==> config.mk <==
export PLATFORM = sky130hd
export DESIGN_NAME = seg_scan_flat
export DESIGN_NICKNAME = d
export VERILOG_FILES = /design/src/rtl/disp_pkg.sv /design/src/rtl/seg_scan_if.sv /design/src/rtl/hex_to_seg.sv /design/src/rtl/seg_scan.sv /design/src/flat_wrapper.sv
export SDC_FILE = /design/constraint.sdc
export NUM_CORES = 1
export LEC_CHECK = 0
export ABC_AREA = 1
export CAP_MARGIN = 5
export CORE_MARGIN = 2
export CORE_UTILIZATION = 55
export DETAILED_ROUTE_END_ITERATION = 10
export GPL_ROUTABILITY_DRIVEN = 0
export GPL_TIMING_DRIVEN = 0
export MAX_ROUTING_LAYER = met4
export PLACE_DENSITY = 0.83
export SLEW_MARGIN = 5
export SYNTH_ARGS = -nofsm -noshare
export SYNTH_HDL_FRONTEND = slang
export SYNTH_SLANG_ARGS = --single-unit
export TNS_END_PERCENT = 100
==> constraint.sdc <==
create_clock -name clk -period 4.9 [get_ports clk]
set_clock_uncertainty 0.05 [all_clocks]
set_input_delay 0.98 -clock clk [delete_from_list [all_inputs] [get_ports clk]]
set_output_delay 0.98 -clock clk [all_outputs]
set_load 0.05 [all_outputs]
==> src/rtl/disp_pkg.sv <==
// Shared seven-segment constants, slot types and the dark-digit rule for the
// display scanner.
package disp_pkg;

    localparam logic [7:0] SEG_0 = 8'hFC;
    localparam logic [7:0] SEG_1 = 8'h60;
    localparam logic [7:0] SEG_2 = 8'hDA;
    localparam logic [7:0] SEG_3 = 8'hF2;
    localparam logic [7:0] SEG_4 = 8'h66;
    localparam logic [7:0] SEG_5 = 8'hB6;
    localparam logic [7:0] SEG_6 = 8'hBE;
    localparam logic [7:0] SEG_7 = 8'hE0;
    localparam logic [7:0] SEG_8 = 8'hFE;
    localparam logic [7:0] SEG_9 = 8'hF6;
    localparam logic [7:0] SEG_A = 8'hEE;
    localparam logic [7:0] SEG_B = 8'h3E;
    localparam logic [7:0] SEG_C = 8'h9C;
    localparam logic [7:0] SEG_D = 8'h7A;
    localparam logic [7:0] SEG_E = 8'h9E;
    localparam logic [7:0] SEG_F = 8'h8E;

    localparam logic [7:0] SEG_BLANK = 8'h00;
    localparam int         DP_BIT    = 0;

    // First digit index of each 4-digit group.
    localparam int RIGHT_FIRST = 0;
    localparam int LEFT_FIRST  = 4;

    typedef logic [1:0] slot_idx_t;

    typedef struct packed {
        logic [3:0] ena;
        logic [7:0] led;
    } group_out_t;

    function automatic logic digit_dark(input logic blank_b, input logic blink_b,
                                        input logic blink_phase);
        return blank_b | (blink_b & blink_phase);
    endfunction

endpackage

==> src/rtl/seg_scan_if.sv <==
// Display bundle between the phase controllers, the scanner and the board mux.
// Display data is level-sampled at scan ticks; there is no valid/ready handshake.
interface seg_scan_if;

    logic        en;
    logic [31:0] digits;
    logic [7:0]  dp;
    logic [7:0]  blank;
    logic [7:0]  blink;
    logic [7:0]  led_r;
    logic [3:0]  ena_r;
    logic [7:0]  led_l;
    logic [3:0]  ena_l;
    logic        frame_done;

    modport master (
        input  en, digits, dp, blank, blink,
        output led_r, ena_r, led_l, ena_l, frame_done
    );

    modport slave (
        output en, digits, dp, blank, blink,
        input  led_r, ena_r, led_l, ena_l, frame_done
    );

endinterface

==> src/rtl/hex_to_seg.sv <==
// Combinational hex digit to a..g segment decode (active-high, a in MSB).
module hex_to_seg
    import disp_pkg::*;
(
    input  logic [3:0] value_i,
    output logic [6:0] seg_o
);

    always_comb begin
        seg_o = SEG_BLANK[7:1];
        case (value_i)
            4'h0: seg_o = SEG_0[7:1];
            4'h1: seg_o = SEG_1[7:1];
            4'h2: seg_o = SEG_2[7:1];
            4'h3: seg_o = SEG_3[7:1];
            4'h4: seg_o = SEG_4[7:1];
            4'h5: seg_o = SEG_5[7:1];
            4'h6: seg_o = SEG_6[7:1];
            4'h7: seg_o = SEG_7[7:1];
            4'h8: seg_o = SEG_8[7:1];
            4'h9: seg_o = SEG_9[7:1];
            4'hA: seg_o = SEG_A[7:1];
            4'hB: seg_o = SEG_B[7:1];
            4'hC: seg_o = SEG_C[7:1];
            4'hD: seg_o = SEG_D[7:1];
            4'hE: seg_o = SEG_E[7:1];
            4'hF: seg_o = SEG_F[7:1];
            default: seg_o = SEG_BLANK[7:1];
        endcase
    end

endmodule

==> src/rtl/seg_scan.sv <==
// Time-multiplexed scanner for the right and left 4-digit seven-segment groups,
// with per-digit decimal point, blanking and blinking.
module seg_scan
    import disp_pkg::*;
#(
    parameter int SCAN_DIV  = 100000,
    parameter int BLINK_DIV = 50000000
) (
    input  logic       clk,
    input  logic       rst,
    seg_scan_if.master disp
);

    localparam int DIV_W = (SCAN_DIV > 1) ? $clog2(SCAN_DIV) : 1;
    localparam int BLK_W = (BLINK_DIV > 1) ? $clog2(BLINK_DIV) : 1;
    localparam logic [DIV_W-1:0] DIV_LAST = DIV_W'(SCAN_DIV - 1);
    localparam logic [BLK_W-1:0] BLK_LAST = BLK_W'(BLINK_DIV - 1);

    logic [DIV_W-1:0] div_cnt_q, div_cnt_d;
    logic [BLK_W-1:0] blink_cnt_q, blink_cnt_d;
    logic             blink_phase_q, blink_phase_d;
    slot_idx_t        idx_q, idx_d;
    group_out_t       right_q, right_d;
    group_out_t       left_q, left_d;
    logic             frame_done_q, frame_done_d;

    logic       tick;
    logic [2:0] right_sel, left_sel;
    logic [3:0] right_val, left_val;
    logic [6:0] right_seg, left_seg;
    group_out_t right_slot, left_slot;

    always_ff @(posedge clk or negedge rst) begin
        if (!rst) begin
            div_cnt_q     <= '0;
            blink_cnt_q   <= '0;
            blink_phase_q <= 1'b0;
            idx_q         <= '0;
            right_q       <= '0;
            left_q        <= '0;
            frame_done_q  <= 1'b0;
        end else begin
            div_cnt_q     <= div_cnt_d;
            blink_cnt_q   <= blink_cnt_d;
            blink_phase_q <= blink_phase_d;
            idx_q         <= idx_d;
            right_q       <= right_d;
            left_q        <= left_d;
            frame_done_q  <= frame_done_d;
        end
    end

    // Scan and blink timebases run regardless of en.
    always_comb begin
        tick          = (div_cnt_q == DIV_LAST);
        div_cnt_d     = tick ? '0 : div_cnt_q + DIV_W'(1);
        idx_d         = tick ? idx_q + 2'd1 : idx_q;
        blink_cnt_d   = (blink_cnt_q == BLK_LAST) ? '0 : blink_cnt_q + BLK_W'(1);
        blink_phase_d = (blink_cnt_q == BLK_LAST) ? ~blink_phase_q : blink_phase_q;
    end

    // The slot is built for the index being entered on this tick edge.
    always_comb begin
        right_sel = 3'(RIGHT_FIRST) + 3'(idx_d);
        left_sel  = 3'(LEFT_FIRST) + 3'(idx_d);
        right_val = disp.digits[{right_sel, 2'b00} +: 4];
        left_val  = disp.digits[{left_sel, 2'b00} +: 4];
    end

    hex_to_seg u_hex_right (
        .value_i (right_val),
        .seg_o   (right_seg)
    );

    hex_to_seg u_hex_left (
        .value_i (left_val),
        .seg_o   (left_seg)
    );

    always_comb begin
        right_slot             = '0;
        right_slot.led         = {right_seg, 1'b0};
        right_slot.led[DP_BIT] = disp.dp[right_sel];
        right_slot.ena         = 4'b0001 << idx_d;
        if (digit_dark(disp.blank[right_sel], disp.blink[right_sel], blink_phase_q)) begin
            right_slot.ena = '0;
            right_slot.led = SEG_BLANK;
        end

        left_slot             = '0;
        left_slot.led         = {left_seg, 1'b0};
        left_slot.led[DP_BIT] = disp.dp[left_sel];
        left_slot.ena         = 4'b0001 << idx_d;
        if (digit_dark(disp.blank[left_sel], disp.blink[left_sel], blink_phase_q)) begin
            left_slot.ena = '0;
            left_slot.led = SEG_BLANK;
        end
    end

    // Disable darkens on the very next edge; re-enable waits for a tick.
    always_comb begin
        right_d      = right_q;
        left_d       = left_q;
        frame_done_d = tick && (idx_q == 2'd3);
        if (!disp.en) begin
            right_d = '0;
            left_d  = '0;
        end else if (tick) begin
            right_d = right_slot;
            left_d  = left_slot;
        end
    end

    assign disp.led_r      = right_q.led;
    assign disp.ena_r      = right_q.ena;
    assign disp.led_l      = left_q.led;
    assign disp.ena_l      = left_q.ena;
    assign disp.frame_done = frame_done_q;

endmodule

==> src/flat_wrapper.sv <==
// flat-port wrapper written by rule: the top's interface ports become plain ports
module seg_scan_flat import disp_pkg::*;
#(
    parameter int SCAN_DIV  = 100000,
    parameter int BLINK_DIV = 50000000
)
  (clk, rst, disp_en, disp_digits, disp_dp, disp_blank, disp_blink, disp_led_r, disp_ena_r, disp_led_l, disp_ena_l, disp_frame_done);
  seg_scan_if disp_i ();
  input  logic clk;
  input  logic rst;
  input wire logic [$bits(disp_i.en)-1:0] disp_en;
  input wire logic [$bits(disp_i.digits)-1:0] disp_digits;
  input wire logic [$bits(disp_i.dp)-1:0] disp_dp;
  input wire logic [$bits(disp_i.blank)-1:0] disp_blank;
  input wire logic [$bits(disp_i.blink)-1:0] disp_blink;
  output wire logic [$bits(disp_i.led_r)-1:0] disp_led_r;
  output wire logic [$bits(disp_i.ena_r)-1:0] disp_ena_r;
  output wire logic [$bits(disp_i.led_l)-1:0] disp_led_l;
  output wire logic [$bits(disp_i.ena_l)-1:0] disp_ena_l;
  output wire logic [$bits(disp_i.frame_done)-1:0] disp_frame_done;
  assign disp_i.en = disp_en;
  assign disp_i.digits = disp_digits;
  assign disp_i.dp = disp_dp;
  assign disp_i.blank = disp_blank;
  assign disp_i.blink = disp_blink;
  assign disp_led_r = disp_i.led_r;
  assign disp_ena_r = disp_i.ena_r;
  assign disp_led_l = disp_i.led_l;
  assign disp_ena_l = disp_i.ena_l;
  assign disp_frame_done = disp_i.frame_done;
  seg_scan #(.SCAN_DIV(SCAN_DIV), .BLINK_DIV(BLINK_DIV)) u_core (.clk(clk), .rst(rst), .disp(disp_i));
endmodule
# Yosys cells after proc, flatten, opt, wreduce, memory -nomap -nowiden
# Memories as Yosys holds them, arrays and structs flattened.
# Cells that the tools add are included.
# W data, S select, Z words.
[word_totals]
rom_bits = 224
register_bits = 71
out_inout_bits = 25
in_bits = 59
wordCells = 51
memories = 2
[memory_table]
columns = ["name", "depth", "word_bits", "read_ports", "rd_clocked_by_memory_dff", "wr", "line", "text"]
rows = [
  ["(name not given)", 16, 7, 1, 0, 0, "hex_to_seg.sv:11", "case (value_i)"],
  ["(name not given)", 16, 7, 1, 0, 0, "hex_to_seg.sv:11", ""],
]
[op_classes]
bitwise = 5
n_lt_le_gt_ge = 2
reduce_logical = 1
n_shift = 3
n_mux = 21
eq_ne = 4
n_addsub = 4
[ops]
columns = ["operator", "count"]
rows = [
  ["$mux W12", 6],
  ["$shiftx A32 B5 Y4", 1],
  ["$shiftx A32 B6 Y4", 1],
  ["$add A26 B1 Y26 const B", 1],
  ["$eq A26 B26 Y1 const B", 1],
  ["$mux W26", 1],
  ["$add A17 B1 Y17 const B", 1],
  ["$eq A17 B17 Y1 const B", 1],
  ["$mux W17", 1],
  ["$bmux W1 S3", 3],
  ["$bmux W1 S2", 3],
  ["$mux W1", 6],
  ["$lt A2 B4 Y1 const B", 1],
  ["$lt A3 B4 Y1 const B", 1],
  ["$shl A1 B2 Y4 const A", 1],
  ["$add A3 B2 Y3 const A", 1],
  ["$add A2 B1 Y2 const B", 1],
  ["$and A1 B1 Y1", 2],
  ["$eq A2 B2 Y1 const B", 1],
  ["$mux W2", 1],
  ["$ne A2 B1 Y1 const B", 1],
  ["$or A1 B1 Y1", 2],
  ["$logic_and A1 B1 Y1", 1],
  ["$not A1 Y1", 1],
]

# Longest topological paths before layout
# Gate-level depths: netlist of the first run.
[logic_depth]
ltp_word = 10
ltp_mapped = 21
ltp_nobuf = 20

# Modules after synthesis
# From an unflattened synthesis of the first run, not the netlist that was laid out.
[hier_totals]
hier_cells = 646
hier_area_um2 = 4604.4
[modules_own_cells]
columns = ["mod", "seq_area_each_um2", "n_inst", "cells_per_inst", "area_each_um2"]
rows = [
  ["seg_scan", 1776.7, 1, 542, 4063.9],
  ["hex_to_seg", 0.0, 2, 52, 270.3],
]

# Worst setup path before layout of the first run
# No wires, ideal clock.
[synth_path]
kind = "reg2reg"
startpoint = "reg u_core.div_cnt_q[0]"
endpoint = "reg u_core.left_q (netlist bit u_core.disp.led_l[7])"
path_slack_ps = 2508
n_path_buf = 2
arrival_time_ps = 2225
stages_incl_launch_ff = 18
t_required_ps = 4732
setup_ps = 118
synth_period_minus_slack_ps = 2392
path_cell_list = "dfrtp_1 ha_1 nand3_2 nor2_4 nand3_2 buf_6 nand2_4 nand2_4 buf_6 nand3_1 nand2_2 inv_1 ha_1 inv_1 a21oi_1 nand2_1 nand3_1 nand2_1"
[synth_between]
elab_chain_cells = 10
word_cells_on_any_way = 15
cone_classes = "1 x add/sub; 2 x eq/ne; 1 x shift; 8 x mux; 2 x bitwise; 1 x memory"
[synth_lines]
columns = ["element", "line", "text"]
rows = [
  ["start: declaration", "seg_scan.sv:19", "logic [DIV_W-1:0] div_cnt_q, div_cnt_d;"],
  ["start signal: assignment", "seg_scan.sv:43", "div_cnt_q <= div_cnt_d;"],
  ["$eq A17 B17 Y1 *", "seg_scan.sv:55", "tick = (div_cnt_q == DIV_LAST);"],
  ["branches (longest 9 deep; another with $mem_v2 Z16 W7)", "--", ""],
  ["end signal: assignment", "seg_scan.sv:48", "left_q <= left_d;"],
  ["end: declaration", "seg_scan.sv:24", "group_out_t left_q, left_d;"],
]
# Every way passes the cells marked *. The select of a mux whose other input is x is not followed.
# A chain may end at the register's enable or synchronous reset.

# Worst setup path in the final report of the first run
[layout_path]
startpoint = "reg u_core.div_cnt_q[0]"
endpoint = "reg u_core.left_q (netlist bit u_core.disp.led_l[7])"
[layout_between]
elab_chain_cells = 10
word_cells_on_any_way = 15
cone_classes = "1 x add/sub; 2 x eq/ne; 1 x shift; 8 x mux; 2 x bitwise; 1 x memory"
[layout_lines]
columns = ["element", "line", "text"]
rows = [
  ["$eq A17 B17 Y1 *", "seg_scan.sv:55", ""],
  ["$mux W2 *", "seg_scan.sv:57", "idx_d = tick ? idx_q + 2'd1 : idx_q;"],
  ["via u_core.idx_d[1]", "seg_scan.sv:22", "slot_idx_t idx_q, idx_d;"],
  ["$add A3 B2 Y3 *", "seg_scan.sv:65", "left_sel = 3'(LEFT_FIRST) + 3'(idx_d);"],
  ["branches (longest 4 deep; another with $mem_v2 Z16 W7)", "--", ""],
  ["$mux W12 *", "seg_scan.sv:94", "if (digit_dark(disp.blank[left_sel], disp.blink[left_sel], blink_phase_q)) begin"],
  ["$mux W12 *", "seg_scan.sv:108", "end else if (tick) begin"],
  ["$mux W12 *", "seg_scan.sv:105", "if (!disp.en) begin"],
]
# Mark *: on every way through the listed nets, which the timed path passes. The select of a mux whose other input is x is not followed.

==> impl_results.md, run 1 <==
* Status: finished clean
* Die footprint at 0.00934 mm2
* Routed len/inst at 14.0 um
* Mean post-synth cell area at 7.07 um2
* Share of post-route cells with drive strength above 1 at 9.90%
* PortBufs at 83
* Min Clock Period, post-route at 2.87 ns
* Final hold vios at 0
* Setup TNS at 0 ns
* Detail Placement HPWL at 9450 um
* # rows at 33
* CTS Hold Bufs at 0
* Initial DRC count at 272
* Multi-input gate area at 0.00249 mm2
* CTS Buffer Depth at 2
* Buf/Inv on CP at 4
* RSZ-0062 raised after global routing: no
* Worst Tran Pin Value at 0.711 ns
* Area of the mapped netlist at 0.00472 mm2
* Detailed-route via count at 4718
* Layout area overhead at 26.1%
* Clock buffer count from CTS at 9
* Worst min-delay path class: reg -> reg
* Initial Util at 57.2%
* Pwr dens at 217 mW/mm2
* Dominant delay contributor by cell family on the critical path: simple AND/OR/NAND/NOR gates
* Most frequent cells in the layout: nand2_1, inv_1, clkdlybuf4s50_1
* Residual DRC at 0
* Clk root buf: clkbuf_8
* CTS tree: done
* H-tree level count at 3
* Commonest non-fill, non-tap cell in the layout: nand2_1
* Diodes inserted at 0
* Number of post-CTS setup repair buffers at 0
* Slew HR at 52.1%
* GRT Total Usage at 27.7%
* Critical path class: reg -> reg
* Slew Viols, Final at 0
* Remaining global-route overflow at 0
* Final net count at 835
* Mapped Cells at 668
* Fmax at 349 MHz
* Max VDD drop at 0.126 mV
* Die Width at 96.6 um
* I/O Pins at 84
* WL final at 12200 um
* CP Capture Type: flip-flop
* Antenna violations before repair at 0
* Final setup fails at 0
* TritonRoute pass-1 iters at 6
* CORE AREA at 0.00826 mm2
* Distinct cells, synth at 34
* Syn nets at 740
* Final cell count without fillers at 873
* Global-route wire length before repair at 20900 um
* Die Y at 96.6 um
* Fill cells at 666
* Final ANT Viol Nets at 0
* Clk sinks at 71
* Worst-path clk slew at 0.08 ns
* Largest net degree at the start of global routing at 72
* MaxCap Viol Count at 0
* Placed Cells incl. Taps at 857
* Yosys warnings at 0
* Vias in the first global route at 4593
* CP dominant cell by count: nand2_1
* Worst Path Required at 5.09 ns
* Leakage at 2.99 nW
* Crit-path cells: ha_1 > nand3_2 > nor2_1 > nand3_2 > nand2_1 > nand2_1 > buf_6 > buf_4 > nand3_1 > nand2_2 > inv_1 > ha_1 > inv_1 > a21oi_1 > nand2_1 > nand3_1 > nand2_1
* CP max stage cell: dfrtp_1
* Final period util at 58.5%
* Clock Latency Late Sink at 0.35 ns
* Seq/Total Area, Yosys at 37.6%
* FF/Latch Area at 0.00178 mm2
* Worst path arrival time at 3.06 ns
* Via density per instance at 5.40
* CTS resizes at 0
* Post-synthesis register bit count at 71
* Critical path's largest stage delay at 0.40 ns
* CP startpoint kind: flip-flop
* Critical path peak fanout at 10
==> logic make-up (layout without fill, tap and decap cells) <==
| kind of cell | after synthesis | count (layout) | synth area share (%) |
|---|---|---|---|
| AND/OR/NAND/NOR | 421 | 421 | 42.2 |
| buffers and inverters | 107 | 207 | 9.65 |
| flip-flops | 71 | 71 | 37.6 |
| AO/OA/AOI/OAI | 45 | 45 | 5.04 |
| adder cells (fa/ha/maj) | 13 | 13 | 3.45 |
| XOR/XNOR | 11 | 11 | 2.04 |
==> cells in the mapped netlist (all sizes together) <==
library cell    n  share of area, %
nand2         230                20
inv            93               7.4
nand3          77               9.1
nor2           72               7.2
dfrtp          71                38
o21ai          22               2.3
a21oi          16               1.7
ha             13               3.4
nand4          12               1.9
nor3           11               1.4
buf             9               1.9
nor4            9               1.2
xor2            7               1.3
a31oi           4              0.53
nand3b          4              0.64
xnor2           4              0.74
clkinv          3              0.24
nor3b           3              0.58
a22oi           2              0.32
clkbuf          2              0.16
or2             2              0.26
a211oi          1              0.16
and3            1              0.13
==> metrics by stage <==
step	setup slack (ns)	area (um2)	hold WS [ns]	utilization (%)	power, W
after floorplan	2.51	4720	0.382	-	0.000647
after global placement	0.492	5680	0.397	68.8	0.000717
after detailed placement	2.13	5710	0.407	69.1	0.000722
after CTS	2.08	5950	0.423	72.1	0.00130
after global routing	1.82	5950	0.448	72.1	0.00134
final	2.03	5950	0.419	72.1	0.00129
==> flip-flops by register name (all words and copies together) (netlist names) <==
register                count
u_core.blink_cnt_q         26
u_core.div_cnt_q           17
u_core.disp.led_l           8
u_core.disp.led_r           8
u_core.disp.ena_l           4
u_core.disp.ena_r           4
u_core.idx_q                2
u_core.blink_phase_q        1
u_core.disp.frame_done      1
==> final cells by class <==
type / count / area share (%)
clock inverters: 7 / 2.02
clock buffers: 9 / 2.08
plain buffers: 11 / 1.60
well taps: 105 / 2.21
inverters: 96 / 6.05
flip-flops and latches: 71 / 29.9
multi-input cells: 490 / 41.8
repair buffers: 84 / 14.4
==> power by group <==
group	switching, W	internal (W)
sequential	0.000000000000000000144	0.000585
clock	0.000244	0.000340
combinational	0.0000621	0.0000631
==> final timing paths <==
| check | endpoint | start | cells after the start | slack, ns |
|---|---|---|---|---|
| min | u_core.blink_cnt_q[0] | u_core.blink_cnt_q[0] | 1 | 0.42 |
| max reg2reg | u_core.disp.led_l[7] | u_core.div_cnt_q[0] | 17 | 2.03 |
| min reg2reg | u_core.blink_cnt_q[0] | u_core.blink_cnt_q[0] | 1 | 0.42 |
| max in group asynchronous | u_core.disp.led_r[6] | rst | 2 | 3.93 |
| min in group asynchronous | u_core.div_cnt_q[10] | rst | 2 | 0.55 |
| max | u_core.disp.led_l[7] | u_core.div_cnt_q[0] | 17 | 2.03 |
==> routing by layer <==
metal  wire, um  GRT usage, %  up-vias
met1       5130          34.2     2163
met3        800          2.82       32
li1           -             -     2306
met5          0             -        -
met4        315          11.6        0
met2       5990          46.7      217
Power figures use the tool's default switching activity.
==> run 2: changes to the inputs <==
Settings changed: CORE_UTILIZATION 55 to 54, PLACE_DENSITY 0.83 to 0.82.
Clock period 4.9 ns to 2.9 ns, I/O delays scaled along.
==> run 2 against run 1 <==
  * Critical path depth down 1
  * Die area up 1.8%
  * Fmax up 5.4%
  * Sequential cell count unchanged
  * Global-route usage down 0.089 points
  * Register-to-register slack worse by 1.9 ns
  * Utilization down 2.0 points
  * Sequential power up 69%
  * Sequential share of layout area down 0.35 points
==> impl_results.md, run 2 (synthesis gave the netlist of run 1 again) <==
* Routed len/inst at 14.2 um (+1.6%)
* Detail Placement HPWL at 9550 um (+1.1%)
* Worst-path clk slew at 0.08 ns (about the same)
* Clock buffer count from CTS at 9 (unchanged)
* Wire length on met2 at 6250 um (+4.4%)
* Largest register FFs at 26 (unchanged)
* Initial Util at 54.9% (-2.2 points)
* I/O Pins at 84 (unchanged)
* Fill cells at 691 (+3.8%)
* Placed Cells incl. Taps at 860 (+0.35%)
* Most frequent cells in the layout: nand2_1, inv_1, clkdlybuf4s50_1
* Min Clock Period, post-route at 2.72 ns (-0.148 ns)
* Clk sinks at 71 (unchanged)
* Final setup fails at 0 (unchanged)
* Remaining global-route overflow at 0 (unchanged)
* # rows at 34 (+3.0%)
* Leakage at 3.01 nW (+0.66%)
* Biggest register: u_core.blink_cnt_q
* Residual DRC at 0 (unchanged)
* Max VDD drop at 0.220 mV (+75%)
* Clk pwr share at 42.7% (-2.4 points)
* Fmax at 368 MHz (+5.4%)
* Highest metal used: met4
* Critical path peak fanout at 10 (unchanged)
* Status: finished clean
* Net Switching at 0.000497 W (+62%)
* Slew HR at 45.5% (-6.6 points)
* Int Power at 0.00160 W (+62%)
* Final ANT Viol Nets at 0 (unchanged)
* CTS Buffer Depth at 2 (unchanged)
* Slew Viols, Final at 0 (unchanged)
* Worst Path Required at 3.14 ns (-1.95 ns)
* MaxCap Viol Count at 0 (unchanged)
* Dpl ws at 0.0972 ns (-2.03 ns)
* Die Y at 97.5 um (+0.88%)
* Worst path arrival time at 2.96 ns (-0.10 ns)
* Worst r2r src: u_core.div_cnt_q[0]
* CTS tree: done
* Seq pwr share at 47.1% (+1.9 points)
* PortBufs at 83 (unchanged)
* GRT Total Usage at 27.7% (-0.089 points)
* PnR worst setup slack at 0.181 ns (-1.85 ns)
* Final cell count without fillers at 883 (+1.1%)
* Final net count at 842 (+0.84%)
* Sw Ratio at 23.6% (about the same)
* Detailed-route via count at 4706 (-0.25%)
* Initial DRC count at 297 (+9.2%)
* Vias in the first global route at 4574 (-0.41%)
* Clock Latency Late Sink at 0.35 ns (about the same)
* Global-route wire length before repair at 20700 um (-1.1%)
* Clk root buf: clkbuf_8
* WL final at 12600 um (+2.8%)
* Layout area overhead at 27.6%
* CP Capture Type: flip-flop
* Wl on met1 at 5290 um (+3.1%)
* Diodes inserted at 0 (unchanged)
* Die Width at 97.5 um (+0.88%)
* H-tree level count at 3 (unchanged)
* Commonest non-fill, non-tap cell in the layout: nand2_1
* Via density per instance at 5.33 (-1.4%)
* Final hold vios at 0 (unchanged)
* Final period util at 93.7% (+35 points)
* Top Registers: u_core.blink_cnt_q x26, u_core.div_cnt_q x17
* CORE AREA at 0.00859 mm2 (+4.1%)
* Critical path class: reg -> reg
* TritonRoute pass-1 iters at 5 (-1)
* Die footprint at 0.00951 mm2 (+1.8%)
* Combinational Power Share at 10.3% (+0.6 points)
* Worst Tran Pin Value at 0.810 ns (+0.0986 ns)
* DR WL met3 at 654 um (-18%)
* CP startpoint kind: flip-flop
* Largest net degree at the start of global routing at 72 (unchanged)
* Pwr dens at 349 mW/mm2 (+61%)
* Share of post-route cells with drive strength above 1 at 11.2% (+1.3 points)
* Crit. Startpoint: u_core.div_cnt_q[0]
* RSZ-0062 raised after global routing: no
* Worst min-delay path class: in -> async
* Antenna violations before repair at 0 (unchanged)
run 2: path summary, 6_finish.rpt:
path                                          to  slack, ns  depth (start not counted)
setup / recovery            u_core.disp.led_r[4]       0.18                         16
hold / removal              u_core.div_cnt_q[11]       0.18                          2
setup reg to reg            u_core.disp.led_r[4]       0.18                         16
hold reg to reg            u_core.blink_cnt_q[0]       0.41                          1
max in group asynchronous  u_core.blink_cnt_q[8]       2.31                          2
min in group clk           u_core.blink_cnt_q[0]       0.41                          1
run 2: timing repair:
| action | in CTS | in global routing |
|---|---|---|
| resized for setup | 0 | 10 |
| buffers inserted | 0 | 8 |
| endpoints found under the setup margin | 0 | 14 |
| hold buffers | 0 | 0 |
run 2: power groups by stage:
stage	clock, W	combinational (W)	sequential [W]
finish	0.000897	0.000216	0.000989
global route	0.000941	0.000240	0.000989
CTS	0.000904	0.000212	0.000989
detailed placement	0	0.000212	0.00101
global placement	0	0.000202	0.00101
floorplan	0	0.0000845	0.00101
run 2: cell type report:
cell class	count	area [um2]	area share [%]
timing repair buffer	92	916	15.2
clock buffer	11	141	2.35
sequential	71	1780	29.5
inverter	96	360	5.98
clock inverter	5	81.3	1.35
buffer	10	87.6	1.45
multi-input combinational	490	2520	41.9
tap	108	135	2.24
run 2: through the flow:
| step | utilization (%) | total power (W) | hold WS, ns | area (um2) | setup TNS [ns] |
|---|---|---|---|---|---|
| finish | 70.1 | 0.00210 | 0.176 | 6020 | 0 |
| global route | 70.1 | 0.00217 | 0.215 | 6020 | 0 |
| CTS | 69.1 | 0.00211 | 0.198 | 5930 | 0 |
| detailed placement | 66.5 | 0.00122 | 0.398 | 5710 | 0 |
| global placement | 66.2 | 0.00121 | 0.397 | 5690 | -79.21 |
| floorplan | - | 0.00109 | 0.234 | 4720 | 0 |
run 2: worst max-delay path: stages, from the launching register on:
cell	delay (ns)
dfrtp_1	0.39
ha_2	0.23
nand3_4	0.12
nor2_4	0.19
buf_4	0.13
nand4_1	0.15
nand2_4	0.21
buf_6	0.18
nand3_2	0.10
nand2_4	0.12
inv_1	0.09
ha_1	0.23
inv_1	0.11
nand3_1	0.11
nand3_1	0.10
nand3_1	0.08
nand2_1	0.07
run 2: routing by layer:
layer,GRT usage [%],up-vias
li1,-,2316
met1,32.4,2169
met2,48.2,191
met3,4.24,30
met4,10.1,0
met5,-,-
==> RTL change 1: new RTL, config.mk and constraints of run 2 <==
Reset style: synchronous (`rst`), changed in one clocked block.
--- a/src/rtl/seg_scan.sv
+++ b/src/rtl/seg_scan.sv
@@ -32,3 +32,3 @@
 
-    always_ff @(posedge clk or negedge rst) begin
+    always_ff @(posedge clk) begin
         if (!rst) begin
Function: same outputs for any inputs over 10 cycles, from zero or initial values and one cycle with rst low; that may be too few to reach the edited logic, so the function may still have changed.
==> RTL change 1 against run 2 <==
  * Critical path depth increased by 1
  * Clock power decreased by 5.0%
  * Setup slack got worse by 55 ps
  * Area after synthesis decreased by 8.6%
  * Sequential cell count unchanged
  * Count of clock-buffer cells in the layout decreased by 2
  * Power decreased by 1.9%
  * Design area decreased by 7.9%
  * Sequential power about the same
  * Wire length decreased by 11%
  * Critical endpoint is now u_core.disp.led_l[3]$_SDFFE_PN0P_
  * Largest cell class unchanged
  * Largest power group unchanged
==> RTL change 1: results (changes against run 2) <==
grt_use_met3_pct: 5.560  # was 4.245%
reg2reg_depth: 17  # was 16
grt_pass1_wl_um: 18670  # was 20,710 um
use_met1_pct: 30.64  # was 32.38%
p_switching_uw: 549.2  # was 496.8 uW
multi_input_area_share_pct: 46.27  # was 41.91%
rr_endpoint: "u_core.disp.led_l[3]$_SDFFE_PN0P_"  # was u_core.disp.led_r[4]$_DFFE_PN0P_
vdd_drop_max_mv: 0.3490  # was 0.2200 mV
drive_above_1_share_pct: 11.64  # was 11.23%
max_freq_mhz: 360.5  # was 367.8 MHz
place_ws_ps: 70.90  # was 97.17 ps
synthDistinctLibCells: 35  # was 34
grt_max_degree: 16  # was 72
slowest_delay_ps: 360  # was 390 ps
inv_count: 70  # was 96
pg_comb_uw: 223  # was 216 uW
power.leakage_uw: 0.002211  # was 0.003012 uW
via_per_inst: 5.334  # was 5.330
slew_headroom_pct: 65.00  # was 45.51%
hold_slack_ps: 401.8  # was 175.6 ps
clkbuf_count: 9  # was 11
async_reset_ff_share_pct: 0  # was 100.0%
rrSetupSlack_ps: 130  # was 180 ps
hold_class: "reg2reg"  # was in2async
synthTopCellsByCount: "197 x nand2_1, 71 x dfxtp_1, 68 x nand3_1"  # was 210 x nand2_1, 93 x inv_1, 71 x dfrtp_1
wl_per_cell_um: 13.07  # was 14.24 um
pg_clk_uw: 852  # was 897 uW
seq_area_frac_synth_pct: 32.95  # was 37.64%
n_fill_cell: 626  # was 691
area_growth_syn_to_layout_pct: 28.63  # was 27.56%
place_area_um2: 5273  # was 5712 um2
grt_pass1_vias: 4370  # was 4,574
fin_total_pwr_uw: 2061  # was 2102 uW
arrival_ps: 2980  # was 2960 ps
dp_hpwl_um: 8510  # was 9547 um
status: "completed"  # unchanged
[RTL change 1: changes by cell type in the layout (fill, tap and decap cells not counted), sizes merged, moves of 4 or more]
| cell | before | now |
|---|---|---|
| a21oi | 16 | 43 |
| buf | 18 | 12 |
| clkinv | 5 | 1 |
| dfrtp | 71 | 0 |
| dfxtp | 0 | 71 |
| inv | 93 | 73 |
| nand2 | 230 | 217 |
| nor3 | 11 | 15 |
| o21ai | 22 | 11 |
[RTL change 1: per-layer routing]
metal | wire length (um) | part of all wire, % | up-vias
li1 | - | - | 2301
met1 | 4739 | 42 | 2099
met2 | 5594 | 50 | 154
met3 | 655 | 5.8 | 23
met4 | 227 | 2.0 | 0
met5 | 0 | 0 | -
[RTL change 1: kinds of logic after synthesis]
logic type	after synthesis	share of synthesized area, %
adder cells (fa/ha/maj)	15	4.350
AO/OA/AOI/OAI	62	7.918
XOR/XNOR	12	2.436
buffers and inverters	85	8.295
flip-flops	71	32.95
AND/OR/NAND/NOR	408	44.05
[RTL change 1: worst max-delay path by stage]
stage,startpoint,end,cells after the start
after CTS,u_core.div_cnt_q[0]$_SDFF_PP0_,u_core.disp.led_r[7]$_SDFFE_PN0P_,19
final,u_core.div_cnt_q[0]$_SDFF_PP0_,u_core.disp.led_l[3]$_SDFFE_PN0P_,17
after floorplan,u_core.div_cnt_q[0]$_SDFF_PP0_,u_core.disp.led_l[7]$_SDFFE_PN0P_,19
after detailed placement,u_core.div_cnt_q[0]$_SDFF_PP0_,u_core.disp.led_r[7]$_SDFFE_PN0P_,19
after global routing,u_core.div_cnt_q[0]$_SDFF_PP0_,u_core.disp.led_l[7]$_SDFFE_PN0P_,18
after global placement,u_core.div_cnt_q[0]$_SDFF_PP0_,u_core.disp.led_l[4]$_SDFFE_PN0P_,20
==> RTL change 2: new RTL, flow settings as in run 2 <==
Without the edit above. `SCAN_DIV` is set to 100000 in 2 places; all go to 25000.
--- a/src/rtl/seg_scan.sv
+++ b/src/rtl/seg_scan.sv
@@ -5,3 +5,3 @@
 #(
-    parameter int SCAN_DIV  = 100000,
+    parameter int SCAN_DIV  = 25000,
     parameter int BLINK_DIV = 50000000
--- a/src/flat_wrapper.sv
+++ b/src/flat_wrapper.sv
@@ -3,3 +3,3 @@
 #(
-    parameter int SCAN_DIV  = 100000,
+    parameter int SCAN_DIV  = 25000,
     parameter int BLINK_DIV = 50000000
Check against the original RTL: no difference found for any inputs over 10 cycles, from zero or initial values and one cycle with rst low; that may be too few to reach the edited logic, so the function may still have changed.
==> RTL change 2 against run 2 <==
  * Wire length is 11% lower
  * Sequential cell count down 2
  * Area after synthesis is 5.2% lower
  * Cell count shrank 6.8%
  * Critical endpoint is now u_core.disp.led_l[7]$_DFFE_PN0P_
  * Global-route usage fell by 0.43 points
  * Hold slack improved by 110 ps
  * Combinational power shrank 4%
  * Setup slack better by 89 ps
  * Critical path depth is the same
  * Power shrank 5.2%
  * First-iteration DRC count down 13%
  * Sequential share of layout area rose by 1.1 points
  * Design area shrank 6.3%
  * Maximum frequency increased by 3.4%
==> RTL change 2: results (changes against run 2) <==
use_met1_pct: 34.65  # was 32.38%
dr_wl_met3_um: 515  # was 654 um
place_area_um2: 5435  # was 5712 um2
synthTopCellsByArea: "dfrtp_1 39%, nand2_1 16%, nand3_1 8.6%"  # was dfrtp_1 38%, nand2_1 17%, inv_1 7.4%
synthTopCellsByCount: "189 x nand2_1, 82 x inv_1, 77 x nand3_1"  # was 210 x nand2_1, 93 x inv_1, 71 x dfrtp_1
n_fill_cell: 672  # was 691
m1WireLength_um: 5055  # was 5288 um
wirelength_um: 11180  # was 12,580 um
max_slew.worst_pin.slew_ps: 854.0  # was 809.9 ps
inv_count: 85  # was 96
signal_buffers: 94  # was 102
seq_area_share_pct: 30.61  # was 29.50%
place_ws_ps: 340.2  # was 97.17 ps
status: "completed"  # unchanged
design.seq.count: 69  # was 71
slowest_delay_ps: 390  # about the same
clkbuf_count: 10  # was 11
vdd_drop_max_mv: 0.1898  # was 0.2200 mV
fin_cells: 823  # was 883
via_per_inst: 5.281  # was 5.330
antenna_found_initial: 0  # unchanged
drt_iter0_drc: 257  # was 297
grt_pass1_vias: 4161  # was 4,574
clkCellAreaFrac_pct: 3.659  # was 3.698%
drive_above_1_share_pct: 9.471  # was 11.23%
use_met2_pct: 45.27  # was 48.17%
placed_cells: 807  # was 860
grt_pass1_wl_um: 18890  # was 20,710 um
power.leakage_uw: 0.002892  # was 0.003012 uW
grt_use_met3_pct: 4.427  # was 4.245%
synth-compound-area-share_pct: 6.849  # was 5.036%
multi_input_cells: 454  # was 490
htreeDepth: 3  # unchanged
multi_input_area_share_pct: 41.14  # was 41.91%
multi_input_area_um2: 2321  # was 2524 um2
grt_use_total_pct: 27.22  # was 27.65%
synthCells: 619  # was 668
grt_max_degree: 70  # was 72
synthesis.nets: 691  # was 740
dp_hpwl_um: 8710  # was 9547 um
synthDistinctLibCells: 35  # was 34
buf_share_pct: 16.61  # was 16.66%
nets: 785  # was 842
async_reset_ff_share_pct: 100.0  # unchanged
synthAdderAreaFrac_pct: 3.634  # was 3.446%
core_area_um2: 8134  # was 8593 um2
largestRegisters: "u_core.blink_cnt_q (26), u_core.div_cnt_q (15)"  # was u_core.blink_cnt_q (26), u_core.div_cnt_q (17)
wl_met2_um: 5393  # was 6254 um
seq_area_frac_synth_pct: 38.58  # was 37.64%
-- RTL change 2: cell count changes after synthesis, moves of 4 or more --
cell     before  now
nand2_1     210  189
nand3_1      68   77
inv_1        93   82
nor4_1        9    2
nand3_2       9    4
nand2_2      16   12
nor2_1       58   44
nor3_1        9   13
o21ai_0      19   23
-- RTL change 2: worst reg2reg max path: cells and delay by family (launching register included) --
family,cells,cell delay (ps)
fa+ha+maj,2,470
simple gates,10,1110
compound gates,1,140
buf+inv,3,370
flops,1,390
-- RTL change 2: worst paths after layout --
| kind | from | end | slack [ps] | cells past startpoint |
|---|---|---|---|---|
| max | u_core.div_cnt_q[0]$_DFF_PN0_ | u_core.disp.led_l[7]$_DFFE_PN0P_ | 270 | 16 |
| min | rst | u_core.div_cnt_q[7]$_DFF_PN0_ | 290 | 1 |
| max reg2reg | u_core.div_cnt_q[0]$_DFF_PN0_ | u_core.disp.led_l[7]$_DFFE_PN0P_ | 270 | 16 |
| min reg2reg | u_core.div_cnt_q[0]$_DFF_PN0_ | u_core.div_cnt_q[0]$_DFF_PN0_ | 430 | 1 |
| max in group asynchronous | rst | u_core.blink_cnt_q[16]$_DFF_PN0_ | 1950 | 1 |
| min in group clk | u_core.div_cnt_q[0]$_DFF_PN0_ | u_core.div_cnt_q[0]$_DFF_PN0_ | 430 | 1 |
-- RTL change 2: cells by family (layout without fill, tap and decap cells) --
kind of cell             Yosys count  count (layout)
AND/OR/NAND/NOR                  377             377
adder cells (fa/ha/maj)           13              13
AO/OA/AOI/OAI                     54              54
buffers and inverters             96             195
flip-flops                        69              69
XOR/XNOR                          10              10
-- RTL change 2: where the power goes --
group              switching, uW  internal [uW]
combinational                104            104
clock                        397            427
sequential     0.000000000000260            961
